==> src/rtl/muldiv_unit_if.sv <==
// Core-side bus of the iterative multiply/divide unit: operation request,
// HI/LO write port, and the registered status/result outputs.
interface muldiv_unit_if #(
  parameter int WIDTH = 32
);
  logic             start;
  logic [1:0]       op;
  logic [WIDTH-1:0] a;
  logic [WIDTH-1:0] b;
  logic             hi_we;
  logic             lo_we;
  logic [WIDTH-1:0] wdata;
  logic             busy;
  logic             done;
  logic             divzero;
  logic [WIDTH-1:0] hi;
  logic [WIDTH-1:0] lo;

  modport master (
    output start, op, a, b, hi_we, lo_we, wdata,
    input  busy, done, divzero, hi, lo
  );

  modport slave (
    input  start, op, a, b, hi_we, lo_we, wdata,
    output busy, done, divzero, hi, lo
  );
endinterface

==> src/rtl/muldiv_unit.sv <==
// Iterative shift-add multiplier / restoring divider with HI/LO registers.
// Define MULDIV_SIGNED_EN to make op[1] select signed mult/div.
module muldiv_unit #(
  parameter int WIDTH = 32
) (
  input logic          clk,
  input logic          reset,
  muldiv_unit_if.slave bus
);
  localparam int CW = $clog2(WIDTH) + 1;

  typedef enum logic [0:0] {IDLE = 1'b0, RUN = 1'b1} state_e;

  state_e             state_q;
  logic [CW-1:0]      cnt_q;
  logic [2*WIDTH-1:0] acc_q, acc_d;
  logic [WIDTH-1:0]   opnd_q, hi_q, lo_q;
  logic [WIDTH-1:0]   res_hi_d, res_lo_d;
  logic               is_div_q, dz_q, busy_q, done_q, divzero_q;
  logic [WIDTH-1:0]   a_mag_s, b_mag_s;
  logic               start_dz_s;
  logic [WIDTH:0]     mul_sum_s, rem_sh_s, diff_s;
  logic [2*WIDTH-1:0] mul_next_s, div_next_s;

`ifdef MULDIV_SIGNED_EN
  logic               sgn_s, neg_lo_d, neg_hi_d, neg_lo_q, neg_hi_q;
  logic [2*WIDTH-1:0] prod_s;

  // Operand magnitudes and result sign flags computed at acceptance
  always_comb begin
    sgn_s    = bus.op[1];
    a_mag_s  = (sgn_s && bus.a[WIDTH-1]) ? -bus.a : bus.a;
    b_mag_s  = (sgn_s && bus.b[WIDTH-1]) ? -bus.b : bus.b;
    neg_lo_d = sgn_s && (bus.a[WIDTH-1] ^ bus.b[WIDTH-1]);
    neg_hi_d = sgn_s && bus.a[WIDTH-1];
  end
`else
  logic unused_op_s;
  assign unused_op_s = bus.op[1];

  // Unsigned build: operands pass straight through
  always_comb begin
    a_mag_s = bus.a;
    b_mag_s = bus.b;
  end
`endif

  assign start_dz_s = bus.op[0] && (bus.b == {WIDTH{1'b0}});

  // One iteration step of either algorithm plus final result shaping
  always_comb begin
    mul_sum_s  = {1'b0, acc_q[2*WIDTH-1:WIDTH]} +
                 (acc_q[0] ? {1'b0, opnd_q} : {(WIDTH+1){1'b0}});
    mul_next_s = {mul_sum_s, acc_q[WIDTH-1:1]};
    // Remainder shifted left with the next dividend bit, then trial-subtracted
    rem_sh_s   = {acc_q[2*WIDTH-1:WIDTH], acc_q[WIDTH-1]};
    diff_s     = rem_sh_s - {1'b0, opnd_q};
    if (diff_s[WIDTH]) begin
      div_next_s = {rem_sh_s[WIDTH-1:0], acc_q[WIDTH-2:0], 1'b0};
    end else begin
      div_next_s = {diff_s[WIDTH-1:0], acc_q[WIDTH-2:0], 1'b1};
    end
    acc_d = is_div_q ? div_next_s : mul_next_s;
`ifdef MULDIV_SIGNED_EN
    prod_s = neg_lo_q ? -acc_d : acc_d;
    if (is_div_q) begin
      res_lo_d = neg_lo_q ? -acc_d[WIDTH-1:0] : acc_d[WIDTH-1:0];
      res_hi_d = neg_hi_q ? -acc_d[2*WIDTH-1:WIDTH] : acc_d[2*WIDTH-1:WIDTH];
    end else begin
      res_lo_d = prod_s[WIDTH-1:0];
      res_hi_d = prod_s[2*WIDTH-1:WIDTH];
    end
`else
    res_lo_d = acc_d[WIDTH-1:0];
    res_hi_d = acc_d[2*WIDTH-1:WIDTH];
`endif
  end

  // Control FSM, datapath registers and registered outputs
  always_ff @(posedge clk or posedge reset) begin
    if (reset) begin
      state_q   <= IDLE;
      cnt_q     <= {CW{1'b0}};
      acc_q     <= {(2*WIDTH){1'b0}};
      opnd_q    <= {WIDTH{1'b0}};
      is_div_q  <= 1'b0;
      dz_q      <= 1'b0;
      hi_q      <= {WIDTH{1'b0}};
      lo_q      <= {WIDTH{1'b0}};
      busy_q    <= 1'b0;
      done_q    <= 1'b0;
      divzero_q <= 1'b0;
`ifdef MULDIV_SIGNED_EN
      neg_lo_q  <= 1'b0;
      neg_hi_q  <= 1'b0;
`endif
    end else begin
      case (state_q)
        IDLE: begin
          done_q <= 1'b0;
          if (bus.start) begin
            // A write coinciding with an accepted start is dropped
            acc_q     <= {{WIDTH{1'b0}}, (start_dz_s ? bus.a : a_mag_s)};
            opnd_q    <= b_mag_s;
            is_div_q  <= bus.op[0];
            dz_q      <= start_dz_s;
            cnt_q     <= CW'(WIDTH);
            busy_q    <= 1'b1;
            divzero_q <= 1'b0;
            state_q   <= RUN;
`ifdef MULDIV_SIGNED_EN
            neg_lo_q  <= neg_lo_d;
            neg_hi_q  <= neg_hi_d;
`endif
          end else begin
            if (bus.hi_we) hi_q <= bus.wdata;
            else           hi_q <= hi_q;
            if (bus.lo_we) lo_q <= bus.wdata;
            else           lo_q <= lo_q;
          end
        end
        RUN: begin
          if (dz_q) begin
            hi_q      <= acc_q[WIDTH-1:0];
            lo_q      <= {WIDTH{1'b1}};
            divzero_q <= 1'b1;
            busy_q    <= 1'b0;
            done_q    <= 1'b1;
            state_q   <= IDLE;
          end else begin
            acc_q <= acc_d;
            cnt_q <= cnt_q - CW'(1);
            if (cnt_q == CW'(1)) begin
              hi_q    <= res_hi_d;
              lo_q    <= res_lo_d;
              busy_q  <= 1'b0;
              done_q  <= 1'b1;
              state_q <= IDLE;
            end else begin
              done_q  <= 1'b0;
            end
          end
        end
        default: begin
          state_q <= IDLE;
          busy_q  <= 1'b0;
          done_q  <= 1'b0;
        end
      endcase
    end
  end

  assign bus.busy    = busy_q;
  assign bus.done    = done_q;
  assign bus.divzero = divzero_q;
  assign bus.hi      = hi_q;
  assign bus.lo      = lo_q;
endmodule

==> src/flat_wrapper.sv <==
// flat-port wrapper written by rule: the top's interface ports become plain ports
module muldiv_unit_flat 
#(
  parameter int WIDTH = 32
)
  (clk, reset, bus_start, bus_op, bus_a, bus_b, bus_hi_we, bus_lo_we, bus_wdata, bus_busy, bus_done, bus_divzero, bus_hi, bus_lo);
  muldiv_unit_if #(.WIDTH(WIDTH)) bus_i ();
  input logic clk;
  input logic reset;
  input wire logic [$bits(bus_i.start)-1:0] bus_start;
  input wire logic [$bits(bus_i.op)-1:0] bus_op;
  input wire logic [$bits(bus_i.a)-1:0] bus_a;
  input wire logic [$bits(bus_i.b)-1:0] bus_b;
  input wire logic [$bits(bus_i.hi_we)-1:0] bus_hi_we;
  input wire logic [$bits(bus_i.lo_we)-1:0] bus_lo_we;
  input wire logic [$bits(bus_i.wdata)-1:0] bus_wdata;
  output wire logic [$bits(bus_i.busy)-1:0] bus_busy;
  output wire logic [$bits(bus_i.done)-1:0] bus_done;
  output wire logic [$bits(bus_i.divzero)-1:0] bus_divzero;
  output wire logic [$bits(bus_i.hi)-1:0] bus_hi;
  output wire logic [$bits(bus_i.lo)-1:0] bus_lo;
  assign bus_i.start = bus_start;
  assign bus_i.op = bus_op;
  assign bus_i.a = bus_a;
  assign bus_i.b = bus_b;
  assign bus_i.hi_we = bus_hi_we;
  assign bus_i.lo_we = bus_lo_we;
  assign bus_i.wdata = bus_wdata;
  assign bus_busy = bus_i.busy;
  assign bus_done = bus_i.done;
  assign bus_divzero = bus_i.divzero;
  assign bus_hi = bus_i.hi;
  assign bus_lo = bus_i.lo;
  muldiv_unit #(.WIDTH(WIDTH)) u_core (.clk(clk), .reset(reset), .bus(bus_i));
endmodule
==> config.mk <==
export PLATFORM = sky130hd
export DESIGN_NAME = muldiv_unit_flat
export DESIGN_NICKNAME = d
export VERILOG_FILES = /design/src/rtl/muldiv_unit_if.sv /design/src/rtl/muldiv_unit.sv /design/src/flat_wrapper.sv
export SDC_FILE = /design/constraint.sdc
export NUM_CORES = 1
export LEC_CHECK = 0
export CORE_ASPECT_RATIO = 0.5
export CORE_MARGIN = 3
export CORE_UTILIZATION = 40
export DETAILED_ROUTE_END_ITERATION = 8
export PLACE_DENSITY = 0.73
export SLEW_MARGIN = 20
export SYNTH_ARGS = -nofsm -noshare
export SYNTH_HDL_FRONTEND = slang
export SYNTH_SLANG_ARGS = --single-unit
==> constraint.sdc <==
create_clock -name clk -period 12.9 [get_ports clk]
set_input_delay 2.58 -clock clk [delete_from_list [all_inputs] [get_ports clk]]
set_output_delay 2.58 -clock clk [all_outputs]
set_load 0.01 [all_outputs]
==> summary.txt, run 1 <==
Pwr
  – Worst IR Drop VDD: between 0.15 and 0.2 mV
  – P_int: between 2 and 2.5 mW
  – Sw Share: 0.4966
  – Net Sw Power: around 2.4 mW
  – LEAKAGE: ~6.2 nW
  – Pwr Density: 329.7 nW/um^2
  – Clock Power Share: 0.110
  – Logic pwr share: 0.676
  – Sequential Power Share: 0.215

Run
  – MaxCap Viol Count: 0

Timing
  – F_max: around 190 MHz
  – Final setup violation count: 0
  – Fin crit period: 5.194 ns
  – Tcrit/Tclk final: 0.4027
  – Slew margin rel.: 0.2845
  – Worst Max-Slew Pin Slew: 1.071 ns
  – RSZ-0062 raised after global routing: false
  – Fin. Hold Viols: 0
  – Clk_skew: between 0.015 and 0.02 ns
  – Setup TNS: 0 ns
  – Fin. max-slew vios: 0

Setup path
  – CP Data Arrival Time: 5.49 ns
  – Worst path cell trace: clkdlybuf4s50_1 -> nor2b_4 -> buf_4 -> nor2_4 -> a22oi_1 -> o21ai_0
  – Delay of the slowest critical-path stage: slightly above 0.8 ns
  – Crit end category: flip-flop
  – Bufs and invs on worst path: 2
  – Critical setup path kind: input port to flip-flop
  – Worst-path maximum fanout: 94
  – Worst-path cell with the longest stage delay: buf_4
  – Family with the most delay on the worst path: buffers and inverters
  – Worst path required time: 13.19 ns
  – Crit path launch type: input port

Placed design
  – Post-placement cell count: 1917
  – Port buffer count: 168
  – Placed Area: 13790 um^2
  – GPL Wtd Cong: 0.9122
  – Post-DP HPWL: 28.77 mm

Finish
  – Post-layout instance area: 14360 um^2
  – Area Growth Syn to Fin: 21.65%
  – Final core occ: 0.5064
  – Layout cells sized above 1: 0.06006
  – Fillers: 2639
  – Fin cells: slightly below 2000
  – Footprint of the multi-input gates: 7034 um^2
  – Reg area: 4307 um^2
  – Commonest non-fill, non-tap cell in the layout: nand2_1
  – Commonest non-fill, non-tap cells in the layout: nand2_1, dfrtp_1, clkdlybuf4s50_1
  – # nets final: approximately 1700

Clocking
  – H-tree levels: 4
  – Cts hold-fix bufs: 0
  – Clk_lat worst skew: between 0.4 and 0.5 ns
  – CTS Buffer Depth: 2
  – CTS sink cnt: ~170
  – Root Buffer Master: clkbuf_16
  – Post-CTS Setup Bufs: 0
  – CTS tree: done
  – Clock transition at path regs: 0.07 ns
  – Post-CTS sizing: 0
  – CTS Buf Count: 17

Status
  – Outcome: finished clean

Synth
  – Compound-Gate Fraction of Synth Area: 0.2393
  – Post-Syn Area: approximately 12000 um^2
  – Post-synth ARST share: 1.000
  – Mux cell area share after synthesis: 0.04760
  – Main synth FF type: dfrtp_1
  – Warnings from Yosys: 0
  – Syn_nets: 1606
  – Count of cell types in the netlist: 68
  – Post-Synth Simple-Gate Area: 0.1924
  – Cell count after synthesis: 1435
  – #FFs+latches synth: between 150 and 200
  – Mean Syn Cell Area: 8.225 um^2
  – Synth Area in Adders: 0.07336
  – Largest family of logic cells by synthesized area: compound AO/OA/AOI/OAI gates
  – Post-synthesis xor/xnor area fraction: 0.03986
  – Sequential fraction of the synthesis area: 0.3647
  – Post-synth EDFFs: 0

Drt
  – DRC violations left: 0
  – DR vias: between 10000 and 15000
  – DR iter-0 viols: 1072
  – ANT nets after route: 0
  – DR WL/cell: 20.43 um
  – Drt pass-1 iters: 6
  – Vias/cell: 5.847
  – Final WL: ~40 mm

Floorplanning
  – Die height: 127.5 um
  – IO Count: 170
  – Core area: about 28000 um^2
  – Starting density of the core: 0.4163
  – Die Wd: 248.9 um
  – Site Rows: 43
  – Die ar.: around 32000 um^2

Worst hold path
  – Worst hold path class: flip-flop to flip-flop

Global routing
  – Global route total overflow: 0
  – Total GRT Usage: 0.2483
  – Initial antenna violation count: 2
  – Pin count of the biggest net entering global routing: about 100
  – Vias in the first global route: ~11000
  – First-pass GRT wire length: 61.98 mm
worst reg2reg max path: cells and delay by family, from the launching register on:
family / cells / cell delay (ns)
AO/OA/AOI/OAI: 6 / 1.96
adder cells (fa/ha/maj): 2 / 0.62
buffers and inverters: 2 / 0.54
AND/OR/NAND/NOR: 2 / 0.54
XOR/XNOR: 1 / 0.42
flip-flops: 1 / 0.40
multiplexers: 1 / 0.14
sequential cells by signal (all words and copies together) (netlist names), 6 cells and up:
register	count
u_core.opnd_q	32
u_core.bus.lo	32
u_core.cnt_q	6
u_core.acc_q	64
u_core.bus.hi	32
cell usage after synthesis, types with 3 or more instances:
master / instances / area [um^2]
o21a_1: 16 / 120.1
nor2_1: 126 / 473.0
a22oi_1: 3 / 22.52
nand2_1: 237 / 889.6
o21ai_1: 12 / 60.06
a221o_1: 6 / 60.06
o22ai_1: 4 / 25.02
mux2i_1: 19 / 190.2
o311ai_0: 3 / 26.28
a221oi_1: 6 / 52.55
xnor2_1: 28 / 245.2
nand3_1: 23 / 115.1
a21oi_1: 128 / 640.6
a21o_1: 28 / 210.2
clkbuf_1: 65 / 244.0
nand2b_1: 6 / 37.54
o21bai_1: 8 / 60.06
nand4_1: 14 / 87.58
and2_1: 35 / 219.0
inv_1: 51 / 191.4
a31oi_1: 21 / 131.4
nor3_1: 12 / 60.06
nor2b_1: 18 / 112.6
or4_1: 4 / 30.03
a22o_1: 8 / 70.07
mux2_2: 32 / 360.4
o22a_1: 7 / 61.31
buf_1: 11 / 41.29
a41oi_1: 25 / 219.0
a211oi_1: 15 / 112.6
xor2_1: 22 / 192.7
and3_1: 9 / 56.30
dfrtp_1: 172 / 4304
o211ai_1: 15 / 112.6
ha_1: 66 / 825.8
o21ai_0: 122 / 610.6
nor4_1: 12 / 75.07
a211o_1: 4 / 35.03
or3_1: 3 / 18.77
per-layer routing:
layer / track usage / wire length, um / vias to the layer above / share of wire
met3: 0.05106 / 3356 / 57 / 0.084
met2: 0.3794 / 17420 / 494 / 0.44
met1: 0.3604 / 18220 / 5483 / 0.46
li1: - / - / 5362 / -
met5: 0 / 0 / - / 0
met4: 0.06166 / 827 / 0 / 0.021
through the flow:
step	setup WS, ns	power [mW]	hold slack [ns]
after global placement	7.306	4.095	0.4646
after detailed placement	7.297	4.126	0.4755
after global routing	7.486	5.082	0.5164
after floorplan	5.660	3.154	0.4660
after CTS	7.761	4.667	0.4918
final	7.706	4.734	0.4884
final timing paths:
path	from	to	slack [ns]	cells after the start
worst max-delay path	bus_start	u_core.acc_q[55]	7.71	6
worst min-delay path	u_core.bus.hi[6]	u_core.bus.hi[6]	0.49	2
worst max register to register	u_core.acc_q[31]	u_core.bus.hi[7]	8.20	14
worst min register to register	u_core.bus.hi[6]	u_core.bus.hi[6]	0.49	2
max in group asynchronous	reset	u_core.state_q	8.62	3
min in group asynchronous	reset	u_core.bus.lo[26]	2.74	2
cells by family after synthesis:
family          Yosys count
simple gates            508
compound gates          451
flops                   172
buf+inv                 132
fa+ha+maj                68
xor+xnor                 52
mux                      52
area by class of cell:
class / instances / share of cell area
Antenna cell: 2 / 0.0003486
Clock buffer: 20 / 0.03181
Clock inverter: 10 / 0.007320
Inverter: 52 / 0.01394
Multi-Input combinational cell: 1131 / 0.4899
Sequential cell: 172 / 0.3000
Tap cell: 382 / 0.03329
Timing Repair Buffer: 180 / 0.1234
power groups by stage:
stage / Clock (mW) / Sequential, mW / Combinational, mW
finish: 0.520 / 1.02 / 3.20
global route: 0.546 / 1.04 / 3.49
CTS: 0.524 / 1.01 / 3.14
detailed placement: 0 / 1.01 / 3.11
global placement: 0 / 1.01 / 3.09
floorplan: 0 / 1.00 / 2.15
Note: power is estimated with default switching activity, not from simulation.
==> run 2: changes to the inputs <==
--- a/config.mk
+++ b/config.mk
@@ -9,7 +9,7 @@
 export CORE_MARGIN = 3
 export CORE_UTILIZATION = 40
 export DETAILED_ROUTE_END_ITERATION = 8
-export PLACE_DENSITY = 0.73
+export PLACE_DENSITY = 0.75
 export SLEW_MARGIN = 20
 export SYNTH_ARGS = -nofsm -noshare
 export SYNTH_HDL_FRONTEND = slang
==> constraint.sdc (replaced) <==
create_clock -name clk -period 4.7 [get_ports clk]
set_input_delay 0.94 -clock clk [delete_from_list [all_inputs] [get_ports clk]]
set_output_delay 0.94 -clock clk [all_outputs]
set_load 0.01 [all_outputs]
==> summary.txt, run 2 (same netlist as run 1, synthesis figures left out) <==
Timing
  – Slew margin rel.: 0.2983
  – F_max: 243.6 MHz
  – Worst Max-Slew Pin Slew: 1.053 ns
  – Fin crit period: 4.105 ns
  – Fin. Hold Viols: 0
  – Clk_skew: 0.01198 ns
  – RSZ-0062 raised after global routing: false
  – Tcrit/Tclk final: 0.8733
  – Final setup violation count: 0
  – Fin. max-slew vios: 0
  – Setup TNS: 0 ns

Setup path
  – Worst-path cell with the longest stage delay: a211oi_1
  – Worst path cell trace: inv_1 -> ha_1 -> fa_1 -> nor2b_1 -> o211ai_1 -> a211oi_1 -> nand4bb_4 -> a21oi_4 -> xnor2_4 -> buf_12 -> mux2i_1 -> nor2_1 -> a21oi_1 -> a31oi_1
  – Delay of the slowest critical-path stage: 0.52 ns
  – Worst path required time: about 5.0 ns
  – Worst-path maximum fanout: 26
  – Critical setup path kind: flip-flop to flip-flop
  – Crit path launch type: flip-flop
  – CP Data Arrival Time: 4.41 ns
  – Cells on worst reg2reg path: 14
  – Crit end category: flip-flop

Finish
  – Area Growth Syn to Fin: 23.01%
  – Top reg by flops: u_core.acc_q
  – Final core occ: 0.5121
  – Largest register FFs: between 60 and 70
  – # nets final: between 1500 and 2000
  – Layout cells sized above 1: 0.06962
  – Ant diodes: 0
  – Commonest non-fill, non-tap cell in the layout: nand2_1
  – Commonest non-fill, non-tap cells in the layout: nand2_1, dfrtp_1, clkdlybuf4s50_1

Global routing
  – GR Layer Usage met3: 0.05126
  – Vias in the first global route: 10947
  – Met1 usage: 0.3599
  – Initial antenna violation count: 0
  – First-pass GRT wire length: between 60 and 70 mm
  – Gr busiest metal: met2
  – Global route total overflow: 0
  – Grt met2 use: 0.3926
  – Pin count of the biggest net entering global routing: 91
  – Total GRT Usage: 0.2516

Clocking
  – Post-CTS Setup Bufs: 0
  – Root Buffer Master: clkbuf_16
  – CTS Buffer Depth: 2
  – CTS tree: done
  – CTS sink cnt: about 170
  – CTS Buf Count: 17
  – Clock transition at path regs: 0.08 ns
  – H-tree levels: 4
  – Cts hold-fix bufs: 0
  – Clk_lat worst skew: 0.45 ns
  – Post-CTS sizing: 0

Pwr
  – LEAKAGE: just over 6 nW
  – Worst IR Drop VDD: 0.4928 mV
  – Pwr Density: between 900 and 1000 nW/um^2
  – Total power: ~13 mW

Run
  – MaxCap Viol Count: 0

Drt
  – Drt pass-1 iters: 6
  – DRC violations left: 0
  – DR WL/cell: ~20 um
  – DR vias: 11540
  – Vias/cell: 5.882
  – Final WL: 40.12 mm
  – DR iter-0 viols: between 1000 and 1500
  – ANT nets after route: 0

Floorplanning
  – Site Rows: 43
  – Core area: 28350 um^2
  – IO Count: 170
  – Die ar.: 31730 um^2
  – Starting density of the core: 0.4163
  – Die height: 127.5 um
  – Die Wd: 248.9 um

Placed design
  – GPL Wtd Cong: 0.9572
  – Port buffer count: around 170
  – Post-DP HPWL: 29.34 mm

Worst hold path
  – Worst hold path class: flip-flop to flip-flop
  – WHS Path Cells: 2

Status
  – Outcome: finished clean
-- run 2: changes by cell type in the layout (fill, tap and decap cells not counted), sizes merged --
| cell | before | now |
|---|---|---|
| buf | 12 | 25 |
| clkbuf | 20 | 18 |
| clkinv | 2 | 6 |
| clkinvlp | 2 | 4 |
| diode | 2 | 0 |
| inv | 57 | 55 |
-- run 2: layout make-up --
class / count / area (um^2)
multi-input combinational: 1131 / 7029
inverter: 52 / 198.9
tap: 382 / 478.0
sequential: 172 / 4307
clock buffer: 18 / 439.2
clock inverter: 14 / 160.2
timing repair buffer: 193 / 1907
fill: 2642 / 13830
-- run 2: through the flow --
step / setup slack [ns] / instances / area [um^2] / hold slack (ns)
2_1_floorplan: 1.563 / 1435 / 11810 / 0.4660
3_3_place_gp: 0.7126 / 1930 / 13920 / 0.4700
3_5_place_dp: 0.7251 / 1930 / 13920 / 0.4798
4_1_cts: 0.6865 / 1962 / 14520 / 0.4977
5_1_grt: 0.2743 / 1962 / 14520 / 0.5247
6_report: 0.5953 / 1962 / 14520 / 0.4943
-- run 2: routing by layer --
metal	share of wire	vias to the layer above
met3	0.085	50
met5	0	-
met2	0.44	508
met1	0.45	5581
li1	-	5401
met4	0.018	0
-- run 2: power breakdown --
group	internal, mW	total, mW	switching, mW	leakage, nW
clock network	0.767	1.47	0.703	0.285
registers	2.20	2.81	0.605	2.09
logic	3.70	8.94	5.24	3.86
total	6.67	13.2	6.54	6.24
-- run 2: critical path, delay by kind of cell (launching register included) --
kind                       cells  cell delay, ns
AOI/OAI and AO/OA              5            1.35
xor gates and xnor gates       1            0.35
adders and majority gates      2            0.61
buffers and inverters          2            0.38
DFF                            1            0.39
muxes                          1            0.31
and+or+nand+nor                3            0.54
-- run 2: worst paths after layout --
| kind | start | to | slack, ns |
|---|---|---|---|
| min in group asynchronous | reset | u_core.opnd_q[22] | 0.99 |
| worst max-delay path | u_core.acc_q[31] | u_core.bus.hi[9] | 0.60 |
| worst min-delay path | u_core.bus.hi[2] | u_core.bus.hi[2] | 0.49 |
| max in group asynchronous | reset | u_core.opnd_q[19] | 3.22 |
| worst min register to register | u_core.bus.hi[2] | u_core.bus.hi[2] | 0.49 |
| worst max register to register | u_core.acc_q[31] | u_core.bus.hi[9] | 0.60 |
==> run 3: changes to the inputs <==
--- a/config.mk
+++ b/config.mk
@@ -14,3 +14,4 @@
 export SYNTH_ARGS = -nofsm -noshare
 export SYNTH_HDL_FRONTEND = slang
 export SYNTH_SLANG_ARGS = --single-unit
+export TNS_END_PERCENT = 100
==> results of run 3 <==
Final layout, timing and power as in run 2 (identical DEF).
